<file path="src/rtl/instr_cache_fill_ctrl.sv">
// Instruction-cache fill engine: issues one burst read per miss, buffers the block,
// then streams it as back-to-back 64-bit beats into the cache set.
module instr_cache_fill_ctrl #(
   parameter int unsigned B      = 64,
   parameter int unsigned ADDR_W = 32
) (
   input  logic              clk_i,
   input  logic              reset_i,
   input  logic              miss_i,
   input  logic [ADDR_W-1:0] miss_addr_i,
   input  logic              flush_i,
   output logic              rep_active_o,
   output logic [63:0]       rep_word_o,
   output logic              fill_busy_o,
   output logic              fill_done_o,
   output logic              mem_req_o,
   output logic [ADDR_W-1:0] mem_addr_o,
   input  logic              mem_ready_i,
   input  logic              mem_rvalid_i,
   input  logic [63:0]       mem_rdata_i
);

   localparam int unsigned Beats = B / 8;
   localparam int unsigned CntW  = $clog2(Beats);
   localparam int unsigned OffW  = $clog2(B);
   localparam logic [CntW-1:0] LastBeat = CntW'(Beats - 1);

   typedef enum logic [2:0] {
      StIdle,
      StReq,
      StCollect,
      StStream,
      StDone,
      StDrainEnd
   } state_e;

   state_e            state_q, state_d;
   logic [CntW-1:0]   rcnt_q, rcnt_d;
   logic [CntW-1:0]   scnt_q, scnt_d;
   logic              abort_q, abort_d;
   logic [ADDR_W-1:0] addr_q, addr_d;
   logic              req_q, req_d;
   logic              rep_active_q, rep_active_d;
   logic [63:0]       rep_word_q, rep_word_d;
   logic              done_q, done_d;
   logic              busy_q, busy_d;
   logic [63:0]       blk_q [Beats];
   logic              blk_we;

   // Offset bits of the miss address never reach memory: fills are block-aligned.
   logic unused_addr_bits;
   assign unused_addr_bits = ^miss_addr_i[OffW-1:0];

   always_comb begin
      state_d      = state_q;
      rcnt_d       = rcnt_q;
      scnt_d       = scnt_q;
      abort_d      = abort_q;
      addr_d       = addr_q;
      req_d        = 1'b0;
      rep_active_d = 1'b0;
      rep_word_d   = '0;
      done_d       = 1'b0;
      blk_we       = 1'b0;
      unique case (state_q)
         StIdle: begin
            if (miss_i && !flush_i) begin
               addr_d  = {miss_addr_i[ADDR_W-1:OffW], {OffW{1'b0}}};
               req_d   = 1'b1;
               state_d = StReq;
            end
         end
         StReq: begin
            // Acceptance wins over flush: the burst is in flight and must be drained.
            if (mem_ready_i) begin
               abort_d = flush_i;
               state_d = StCollect;
            end else if (flush_i) begin
               state_d = StIdle;
            end else begin
               req_d = 1'b1;
            end
         end
         StCollect: begin
            if (flush_i) begin
               abort_d = 1'b1;
            end
            if (mem_rvalid_i) begin
               blk_we = 1'b1;
               rcnt_d = rcnt_q + 1'b1;
               if (rcnt_q == LastBeat) begin
                  state_d = (abort_q || flush_i) ? StDrainEnd : StStream;
               end
            end
         end
         StStream: begin
            rep_active_d = 1'b1;
            rep_word_d   = blk_q[scnt_q];
            scnt_d       = scnt_q + 1'b1;
            if (scnt_q == LastBeat) begin
               done_d  = 1'b1;
               state_d = StDone;
            end
         end
         StDone: begin
            state_d = StIdle;
         end
         StDrainEnd: begin
            abort_d = 1'b0;
            state_d = StIdle;
         end
         default: begin
            state_d = StIdle;
         end
      endcase
      busy_d = (state_d != StIdle);
   end

   always_ff @(posedge clk_i) begin
      if (!reset_i) begin
         state_q      <= StIdle;
         rcnt_q       <= '0;
         scnt_q       <= '0;
         abort_q      <= 1'b0;
         addr_q       <= '0;
         req_q        <= 1'b0;
         rep_active_q <= 1'b0;
         rep_word_q   <= '0;
         done_q       <= 1'b0;
         busy_q       <= 1'b0;
      end else begin
         state_q      <= state_d;
         rcnt_q       <= rcnt_d;
         scnt_q       <= scnt_d;
         abort_q      <= abort_d;
         addr_q       <= addr_d;
         req_q        <= req_d;
         rep_active_q <= rep_active_d;
         rep_word_q   <= rep_word_d;
         done_q       <= done_d;
         busy_q       <= busy_d;
      end
   end

   // Block buffer holds data only; its contents are meaningless until a fill overwrites it.
   always_ff @(posedge clk_i) begin
      if (blk_we) begin
         blk_q[rcnt_q] <= mem_rdata_i;
      end
   end

   assign rep_active_o = rep_active_q;
   assign rep_word_o   = rep_word_q;
   assign fill_busy_o  = busy_q;
   assign fill_done_o  = done_q;
   assign mem_req_o    = req_q;
   assign mem_addr_o   = addr_q;

endmodule

</file>
<file path="config.mk">
export PLATFORM = sky130hd
export DESIGN_NAME = instr_cache_fill_ctrl
export DESIGN_NICKNAME = d
export VERILOG_FILES = /design/src/rtl/instr_cache_fill_ctrl.sv
export SDC_FILE = /design/constraint.sdc
export NUM_CORES = 1
export LEC_CHECK = 0
export BUFFER_PORTS_ARGS = -buffer_cell sky130_fd_sc_hd__buf_2
export CAP_MARGIN = 10
export CORE_ASPECT_RATIO = 0.9
export CORE_MARGIN = 5
export CORE_UTILIZATION = 32
export CTS_CLUSTER_DIAMETER = 30
export DETAILED_ROUTE_END_ITERATION = 8
export MAX_ROUTING_LAYER = met4
export REMOVE_ABC_BUFFERS = 1
export SYNTH_ARGS = -nofsm -noshare
export SYNTH_HDL_FRONTEND = slang
export SYNTH_SLANG_ARGS = --single-unit
export TNS_END_PERCENT = 20
</file>
<file path="constraint.sdc">
create_clock -name clk_i -period 19.34 [get_ports clk_i]
set_input_delay 1.934 -clock clk_i [delete_from_list [all_inputs] [get_ports clk_i]]
set_output_delay 1.934 -clock clk_i [all_outputs]
set_load 0.05 [all_outputs]
</file>
==> run metrics, run 1 <==
CTS tree done; Final HPWL DP 26700 um; FP Rows 93; setup_tns 0 ps; Setup Buffers After CTS 0; clock sink count 616; worst r2r src scnt_q[1]; drt via density 4.80; first-pass GRT wire length 79900 um; DRT iter0 DRCs 589; antenna viol nets, final 0; H-tree Lvls 3; Final Hold Fails 0; largest net degree at the start of global routing 193; Max Fclk 246 MHz; Critical Path End Type flop; layout cell share with drive strength beyond 1 24.8%; WL final 53500 um; fin. max-slew vios 0; Ys Warns 0; Leakage 9.62 nW; DIE AREA 77400 sq um; Root Buffer clkbuf_16; worst r2r path cells 5; Synth cell types 35; Yosys top cell by area edfxtp_1; Clock transition at path regs 50 ps; HP Start mem_addr_o[16]; Die Wd 293 um; Routed wire per std cell 20.1 um; Clock Tree Buf Depth 3; Max-cap violations 0; register area share after synthesis 75.9%; IO Pins 202; period utilisation layout 21.1%; RSZ-0062 raised after global routing no; Top FF cell, synth edfxtp_1; Syn Std Cell Area 23000 sq um; post-place instance area 24800 sq um; Vias 12800; Post-synth EDFFs 512; Post-CTS Hold Fix Bufs 0; Mean Syn Cell Area 16.6 sq um; worst hold path type flop to flop; post-synthesis register bit count 616; Pwr per Cell Area 123 nW/um^2; reg-to-reg endpoint rep_word_o[3]; GRT Util Overall 13.9%; outcome finished clean; Min-Delay Endpoint mem_addr_o[16]; Die Y 264 um; clk_lat worst skew 660 ps; max_slew headroom 12.3%; design area 28900 sq um; WP data required 19590 ps; CP startpoint kind input pin; worst vdd ir 0.0854 mV; Area growth, synth to finish 25.7%; vias in the first global route 13316; WS Path Type input pin to flop; CP Data Arrival Time 4320 ps; Synth area leaders edfxtp_1, dfxtp_1, mux2i_1; critical path peak fanout 37; initial antenna violation count 6; Async SR Flop Fraction 0%; flop-to-flop setup slack 15900 ps; clock skew 49.1 ps; Fillers 6474; fin crit period 4070 ps; core area 71400 sq um; Min-Delay Path Depth 2; # setup viols final 0; Nets 1714; post-synth top area share 66.8%; Worst-Margin Slew 1310 ps; Mapped Cells 1382; First-pass DRT Iterations 5; cts bufs inserted 116; global route total overflow 0; DRC errors left 0; placer congestion estimate 0.714; buffers added on ports 189; Resize count post-CTS 0; Initial Utilization 32.2%
Yosys cell counts, drive strengths merged, types with 4 or more instances:
library cell	count
dfxtp	104
nand2b	7
and2	4
ha	4
buf	58
a22o	64
mux2i	131
a21oi	6
nor2b	135
a2111oi	64
nand2	64
a21boi	29
nor4	64
a211oi	64
nor2	6
edfxtp	512
clkbuf	45
how the worst max path moves through the flow:
stage               depth (start not counted)       endpoint  slack, ps    startpoint
finish                                      5   blk_q[6][59]      15270  mem_rvalid_i
global route                                5   blk_q[6][59]      15130  mem_rvalid_i
CTS                                         5   blk_q[6][59]      15160  mem_rvalid_i
detailed placement                          5   blk_q[6][30]      14510  mem_rvalid_i
global placement                            5   blk_q[6][30]      14560  mem_rvalid_i
floorplan                                   2  rep_word_o[0]       9620     scnt_q[1]
flip-flops by register name, indices dropped and copies added, names as in the netlist:
name	count
abort_q	1
blk_q	512
scnt_q	3
rcnt_q	3
fill_done_o	1
mem_req_o	1
mem_addr_o	26
fill_busy_o	1
rep_active_o	1
state_q	3
rep_word_o	64
logic make-up (layout without fill, tap and decap cells):
| logic type | after synthesis | count (layout) | synth area share, % |
|---|---|---|---|
| DFF | 616 | 616 | 75.9 |
| AOI/OAI and AO/OA | 234 | 234 | 8.24 |
| muxes | 131 | 131 | 5.70 |
| other | 1 | 12 | 0.0163 |
| buffers and inverters | 105 | 430 | 2.78 |
| adders and majority gates | 4 | 4 | 0.218 |
| xor gates and xnor gates | 1 | 1 | 0.0381 |
| and+or+nand+nor | 290 | 290 | 7.12 |
critical path, stage by stage:
cell      delay, ps
buf_2           100
and3b_1         280
nand2b_1        280
nor2_4          970
buf_4           720
routing by layer:
metal  wire, um  up-vias  track usage (%)
met5          0        -                -
met4        990        0             4.03
met3       3150       84             3.76
met2      25600      345             22.4
met1      23800     6431             17.5
li1           -     5940                -
where the power goes:
part | switching, W | internal (W) | total [W]
clock network | 0.000704 | 0.00135 | 0.00206
registers | 0.00000303 | 0.00144 | 0.00145
logic | 0.0000388 | 0.0000148 | 0.0000536
stage by stage:
stage	utilization, %	hold slack [ps]	instances	setup slack (ps)	total power (W)
4_1_cts	40.4	448	2662	15160	0.00359
3_3_place_gp	34.7	443	2440	14560	0.00152
6_report	40.5	446	2668	15270	0.00356
2_1_floorplan	-	444	1284	9620	0.00150
3_5_place_dp	34.7	441	2440	14510	0.00152
5_1_grt	40.5	474	2668	15130	0.00367
cell type report:
type | count | area, sq um | share of cell area, %
Sequential cell | 616 | 17500 | 60.4
Clock buffer | 129 | 2970 | 10.3
Inverter | 2 | 7.51 | 0.0260
Timing Repair Buffer | 206 | 1090 | 3.76
Clock inverter | 93 | 1160 | 4.00
Antenna cell | 6 | 15.0 | 0.0519
Multi-Input combinational cell | 666 | 5010 | 17.3
Tap cell | 950 | 1190 | 4.11
layout by cell type (no fill, tap or decap), types with 3 or more instances in the layout:
cell type / n
a2111oi_0: 64
a211oi_1: 64
a21boi_0: 9
a21boi_1: 20
a21oi_1: 6
a22o_1: 64
and2_1: 3
buf_2: 189
buf_4: 16
bufinv_16: 17
clkbuf_1: 11
clkbuf_16: 116
clkinv_1: 8
clkinv_16: 3
clkinv_2: 16
clkinv_4: 16
clkinvlp_4: 16
conb_1: 6
dfxtp_1: 101
dfxtp_4: 3
diode_2: 6
edfxtp_1: 512
ha_1: 4
inv_6: 10
inv_8: 4
mux2i_1: 131
nand2_1: 64
nand2b_1: 6
nor2_4: 6
nor2b_1: 134
nor4_1: 64
o21ai_0: 3
Power figures use the tool's default switching activity.
==> inputs of run 2 (changes only) <==
==> constraint.sdc (replaced) <==
create_clock -name clk_i -period 3.9 [get_ports clk_i]
set_input_delay 0.39 -clock clk_i [delete_from_list [all_inputs] [get_ports clk_i]]
set_output_delay 0.39 -clock clk_i [all_outputs]
set_load 0.05 [all_outputs]
==> run metrics, run 2 (synthesis gave the netlist of run 1 again) <==
outcome finished clean (unchanged); pre-CTS setup slack 1190 ps (was 14510 ps); DIE AREA 77400 sq um (unchanged); GRT Util Overall 14.5% (was 13.9%); WHS 144 ps (was 446 ps); Die Y 264 um (unchanged); worst vdd ir 0.338 mV (was 0.0854 mV); Pwr per Cell Area 607 nW/um^2 (was 123 nW/um^2); first-pass GRT wire length 84100 um (was 79900 um); initial antenna violation count 5 (was 6); post-place instance area 24900 sq um (was 24800 sq um); antenna viol nets, final 0 (unchanged); RSZ-0062 raised after global routing no (unchanged); Comb power frac 1.9% (was 1.5%); fin. max-slew vios 0 (unchanged); global route total overflow 0 (unchanged); Clock transition at path regs 50 ps (about the same); cts bufs inserted 120 (was 116); Final HPWL DP 28800 um (was 26700 um); WL final 55600 um (was 53500 um); CP max-delay cell buf_4 (was nor2_4); layout cell share with drive strength beyond 1 24.0% (was 24.8%); max incr delay on CP 640 ps (was 970 ps); Fillers 6362 (was 6474); IO Pins 202 (unchanged); DRT iter0 DRCs 783 (was 589); WS Path Type flop to flop (was input pin to flop); crit-path cells and2b_1, and3b_1, nand2_1, nor3_2, buf_4 (was buf_2, and3b_1, nand2b_1, nor2_4, buf_4); Resize count post-CTS 0 (unchanged); Die Wd 293 um (unchanged); Switch Pwr 0.00368 W (was 0.000746 W); Initial Utilization 32.2% (unchanged); Setup Buffers After CTS 0 (unchanged); Top delay family on crit path simple AND/OR/NAND/NOR gates (unchanged); max_slew headroom 28.3% (was 12.3%); Largest register FFs 512 (unchanged); clk_lat worst skew 670 ps (was 660 ps); Worst-Margin Slew 1070 ps (was 1310 ps); largest register by flop count blk_q (unchanged); vias in the first global route 14082 (was 13316); largest net degree at the start of global routing 71 (was 193); WP data required 4180 ps (was 19590 ps); flop-to-flop setup slack 1300 ps (was 15900 ps); Root Buffer clkbuf_16 (unchanged); Max Fclk 385 MHz; sw frac 20.1% (was 21.0%); CP startpoint kind flop (was input pin); CTS tree done (unchanged); Flop pwr share 39.2% (was 40.7%); worst hold path type input pin to flop (was flop to flop); clock skew 36.3 ps (was 49.1 ps); Routed wire per std cell 20.0 um (was 20.1 um); Clock Tree Buf Depth 3 (unchanged); Vias 13230 (was 12800); # setup viols final 0 (unchanged); fin crit period 2600 ps; critical path peak fanout 37 (unchanged); CP Data Arrival Time 2880 ps (was 4320 ps); cell-internal power 0.0146 W (was 0.00281 W); core area 71400 sq um (unchanged); placer congestion estimate 0.726 (was 0.714); Post-CTS Hold Fix Bufs 90 (was 0); design area 30200 sq um (was 28900 sq um); most frequent cells in the layout edfxtp_1, buf_2, nor2b_1 (unchanged); clock sink count 616 (unchanged); commonest non-fill, non-tap cell in the layout edfxtp_1 (unchanged); FP Rows 93 (unchanged); Nets 1824 (was 1714); DRC errors left 0 (unchanged); period utilisation layout 66.6%; H-tree Lvls 3 (unchanged); fin worst setup slack 1300 ps (was 15270 ps); buffers and inverters on the worst path 1 (was 2); Area growth, synth to finish 31.3% (was 25.7%); clock power share 58.9% (was 57.8%); First-pass DRT Iterations 7 (was 5); Leakage 10.2 nW (was 9.62 nW); buffers added on ports 189 (unchanged); Max-cap violations 0 (unchanged); Critical Path End Type flop (unchanged); drt via density 4.75 (was 4.80); Final Hold Fails 0 (unchanged)
-- run 2: cell count changes in the layout (fill, tap and decap cells not counted), moves of 4 or more --
cell,previous run,this run
bufinv_16,17,23
clkinv_1,8,13
buf_4,16,30
clkbuf_16,116,121
clkinv_4,16,4
inv_8,4,0
dlygate4sd3_1,0,90
clkbuf_8,2,6
clkbuf_1,11,16
-- run 2: area by class of cell --
type,instances,area (sq um),share of cell area [%]
Inverter,2,7.51,0.0249
Antenna cell,7,17.5,0.0580
Tap cell,950,1190,3.94
Clock buffer,143,3170,10.5
Timing Repair Buffer,312,2130,7.06
Multi-Input combinational cell,666,5010,16.6
Sequential cell,616,17500,57.9
Clock inverter,87,1200,3.97
-- run 2: power by group through the flow --
stage / sequential [W] / clock (W) / combinational [W]
3_3_place_gp: 0.00729 / 0 / 0.000260
5_1_grt: 0.00717 / 0.0114 / 0.000378
4_1_cts: 0.00717 / 0.0110 / 0.000349
6_report: 0.00717 / 0.0108 / 0.000347
3_5_place_dp: 0.00729 / 0 / 0.000271
2_1_floorplan: 0.00735 / 0 / 0.0000665
-- run 2: final timing paths --
check	startpoint	endpoint	depth (start not counted)
worst max register to register	state_q[1]	blk_q[1][40]	5
worst max-delay path	state_q[1]	blk_q[1][40]	5
worst min register to register	mem_addr_o[22]	mem_addr_o[22]	2
worst min-delay path	mem_ready_i	fill_busy_o	3
-- run 2: through the flow --
| step | std cells | total power, W | setup TNS, ps | utilization, % |
|---|---|---|---|---|
| 3_5_place_dp | 2456 | 0.00756 | 0 | 34.9 |
| 5_1_grt | 2781 | 0.0189 | 0 | 42.3 |
| 6_report | 2783 | 0.0183 | 0 | 42.3 |
| 3_3_place_gp | 2456 | 0.00755 | 0 | 34.9 |
| 4_1_cts | 2776 | 0.0185 | 0 | 42.2 |
| 2_1_floorplan | 1284 | 0.00742 | -781890 | - |
-- run 2: worst register-to-register path, cell delays in order, from the launching register on --
cell and delay, ps:
dfxtp_1 500, and2b_1 260, and3b_1 330, nand2_1 270, nor3_2 220, buf_4 640
-- run 2: per-layer routing --
layer / vias to the layer above / routed length, um / GRT usage [%]
met2: 356 / 26600 / 23.2
li1: 6153 / - / -
met5: - / 0 / -
met3: 86 / 3070 / 3.85
met1: 6635 / 25000 / 18.5
met4: 0 / 988 / 3.93
==> inputs of run 3 (changes only) <==
--- a/config.mk
+++ b/config.mk
@@ -5,6 +5,7 @@
 export SDC_FILE = /design/constraint.sdc
 export NUM_CORES = 1
 export LEC_CHECK = 0
+export ABC_AREA = 1
 export BUFFER_PORTS_ARGS = -buffer_cell sky130_fd_sc_hd__buf_2
 export CAP_MARGIN = 10
 export CORE_ASPECT_RATIO = 0.9
==> constraint.sdc (replaced) <==
create_clock -name clk_i -period 2.2 [get_ports clk_i]
set_input_delay 0.22 -clock clk_i [delete_from_list [all_inputs] [get_ports clk_i]]
set_output_delay 0.22 -clock clk_i [all_outputs]
set_load 0.05 [all_outputs]
==> run metrics, run 3 <==
post-synth top area share 66.3% (was 66.8%); Largest register FFs 512 (unchanged); Min-Delay Path Depth 6 (was 3); Clock transition at path regs 40 ps (was 50 ps); IO Pins 202 (unchanged); Final Hold Fails 0 (unchanged); Root Buffer clkbuf_16 (unchanged); Non-Filler Instances 3328 (was 2783); register area share after synthesis 75.2% (was 75.9%); Vias 15365 (was 13230); WS Path Type flop to flop (unchanged); top post-synthesis cells by count nor2_1, edfxtp_1, o21ai_0 (was edfxtp_1, nor2b_1, mux2i_1); initial antenna violation count 8 (was 5); outcome finished clean (unchanged); antenna viol nets, final 0 (unchanged); Pwr per Cell Area 1040 nW/um^2 (was 607 nW/um^2); layout cell share with drive strength beyond 1 19.0% (was 24.0%); HP Start miss_i (was mem_ready_i); Leakage 11.1 nW (was 10.2 nW); most frequent cells in the layout nor2_1, edfxtp_1, o21ai_0 (was edfxtp_1, buf_2, nor2b_1); Post-Place Cells 3003 (was 2456); Post-synth EDFFs 512 (unchanged); cts bufs inserted 116 (was 120); DRC errors left 0 (unchanged); Initial Utilization 32.4% (was 32.2%); buffers added on ports 189 (unchanged); vias in the first global route 15470 (was 14082); CTS tree done (unchanged); Die Wd 294 um (was 293 um); CP max-delay cell dlygate4sd3_1 (was buf_4); Min-Delay Endpoint mem_addr_o[7] (was fill_busy_o); Synth area leaders edfxtp_1, nor2_1, dfxtp_1 (was edfxtp_1, dfxtp_1, mux2i_1); WHS 343 ps (was 144 ps); Synth cell types 21 (was 35); CP startpoint kind flop (unchanged); reg-to-reg endpoint abort_q (was blk_q[1][40]); count leader, synth nor2_1 (was edfxtp_1); Mapped Cells 1931 (was 1382); WP data required 2770 ps (was 4180 ps); placer congestion estimate 0.743 (was 0.726); Setup Buffers After CTS 0 (unchanged); # setup viols final 0 (unchanged); largest register by flop count blk_q (unchanged); Area growth, synth to finish 31.9% (was 31.3%); max_slew headroom 54.6% (was 28.3%); clock skew 43.4 ps (was 36.3 ps); Yosys top cell by area edfxtp_1 (unchanged); Mean Syn Cell Area 12.0 sq um (was 16.6 sq um); flop-to-flop setup slack 120 ps (was 1300 ps); DRT iter0 DRCs 1058 (was 783); worst r2r path cells 6 (was 5); Async SR Flop Fraction 0% (unchanged); Die Y 265 um (was 264 um); RSZ-0062 raised after global routing no (unchanged); fin worst setup slack 117 ps (was 1300 ps); max incr delay on CP 570 ps (was 640 ps); fin. max-slew vios 0 (unchanged); WL final 56600 um (was 55600 um); clk_lat worst skew 670 ps (about the same); Ys Warns 0 (unchanged); Max-cap violations 0 (unchanged); GRT Util Overall 14.6% (was 14.5%); drt via density 4.62 (was 4.75); fin crit period 2080 ps (was 2600 ps); Final Power 0.0318 W (was 0.0183 W); commonest non-fill, non-tap cell in the layout nor2_1 (was edfxtp_1); first-pass GRT wire length 87500 um (was 84100 um); clock sink count 616 (unchanged); post-synthesis register bit count 616 (unchanged); worst hold path type input pin to flop (unchanged); Critical Path End Type flop (unchanged); CP Data Arrival Time 2650 ps (was 2880 ps); Top FF cell, synth edfxtp_1 (unchanged); Routed wire per std cell 17.0 um (was 20.0 um); critical path peak fanout 4 (was 37); Nets 2373 (was 1824); buffers and inverters on the worst path 2 (was 1); Max Fclk 480 MHz (was 385 MHz); Worst-Margin Slew 681 ps (was 1070 ps); worst r2r src state_q[0] (was state_q[1]); DIE AREA 78000 sq um (was 77400 sq um); worst vdd ir 0.644 mV (was 0.338 mV); period utilisation layout 94.7% (was 66.6%); largest net degree at the start of global routing 140 (was 71); Top delay family on crit path buffers and inverters (was simple AND/OR/NAND/NOR gates); global route total overflow 0 (unchanged); Clock Tree Buf Depth 3 (unchanged); pre-CTS setup slack 48.1 ps (was 1190 ps); FP Rows 93 (unchanged); core area 71700 sq um (was 71400 sq um); Final HPWL DP 31400 um (was 28800 um); First-pass DRT Iterations 5 (was 7); Syn Std Cell Area 23200 sq um (was 23000 sq um); most used cell, CP dlygate4sd3_1; crit-path cells nand2_1, nor2_2, o21ai_0, dlygate4sd3_1, a21oi_1, dlygate4sd3_1 (was and2b_1, and3b_1, nand2_1, nor3_2, buf_4); setup_tns 0 ps (unchanged); H-tree Lvls 3 (unchanged)
run 3: changes by cell type after synthesis, moves of 21 or more:
cell	before	now
a2111oi_0	64	0
nor2_1	6	597
nor2b_1	135	0
o21ai_1	0	141
nand2_1	64	85
nand3_1	3	71
nor4_1	64	0
a21oi_1	6	31
a22o_1	64	0
inv_1	2	47
o21ai_0	3	212
mux2i_1	131	0
a211oi_1	64	0
run 3: power breakdown:
part / leakage (nW) / switching (W) / internal (W)
Combinational: 3.63 / 0.000584 / 0.000304
Clock: 1.99 / 0.00605 / 0.0121
Sequential: 5.45 / 0.0000348 / 0.0127
run 3: layout make-up:
type	count	area (sq um)
Clock inverter	90	1160
Antenna cell	9	22.5
Tap cell	950	1190
Timing Repair Buffer	333	2600
Sequential cell	616	17500
Clock buffer	130	2970
Multi-Input combinational cell	1152	5010
Fill cell	6554	41100
Inverter	48	189
run 3: per-layer routing:
metal | part of all wire, % | up-vias | global-route usage (%)
met5 | 0 | - | -
met4 | 1.6 | 0 | 3.92
met3 | 7.1 | 78 | 3.95
met2 | 47 | 473 | 22.4
met1 | 45 | 7376 | 19.3
li1 | - | 7438 | -
run 3: how the worst max path moves through the flow:
stage,from,end,slack [ps],cells after the start
global placement,state_q[0],blk_q[3][52],50,9
CTS,state_q[1],blk_q[3][29],50,8
global route,state_q[1],blk_q[0][29],3,8
detailed placement,state_q[1],blk_q[3][54],50,8
floorplan,scnt_q[0],rep_word_o[11],-6470,5
finish,state_q[0],abort_q,120,6
run 3: through the flow:
| stage | utilization (%) | area (sq um) |
|---|---|---|
| 2_1_floorplan | - | 22600 |
| 3_3_place_gp | 35.5 | 25500 |
| 3_5_place_dp | 35.5 | 25500 |
| 4_1_cts | 42.6 | 30600 |
| 5_1_grt | 42.7 | 30600 |
| 6_report | 42.7 | 30600 |
run 3: cell families after synthesis:
group | share of synthesized area [%]
simple gates | 12.7
flops | 75.2
other cells | 0.0162
fa+ha+maj | 0.216
compound gates | 8.28
buf+inv | 3.55
run 3: worst min-delay path, delay by kind of cell:
family / cells / cell delay [ps]
AND/OR/NAND/NOR: 2 / 160
AO/OA/AOI/OAI: 1 / 180
buffers and inverters: 3 / 380
run 3: timing repair:
| action | CTS | global route |
|---|---|---|
| setup endpoints to repair | 0 | 17 |
| hold buffers | 96 | 0 |
| resized for setup | 0 | 3 |
| hold endpoints to repair | 543 | 0 |
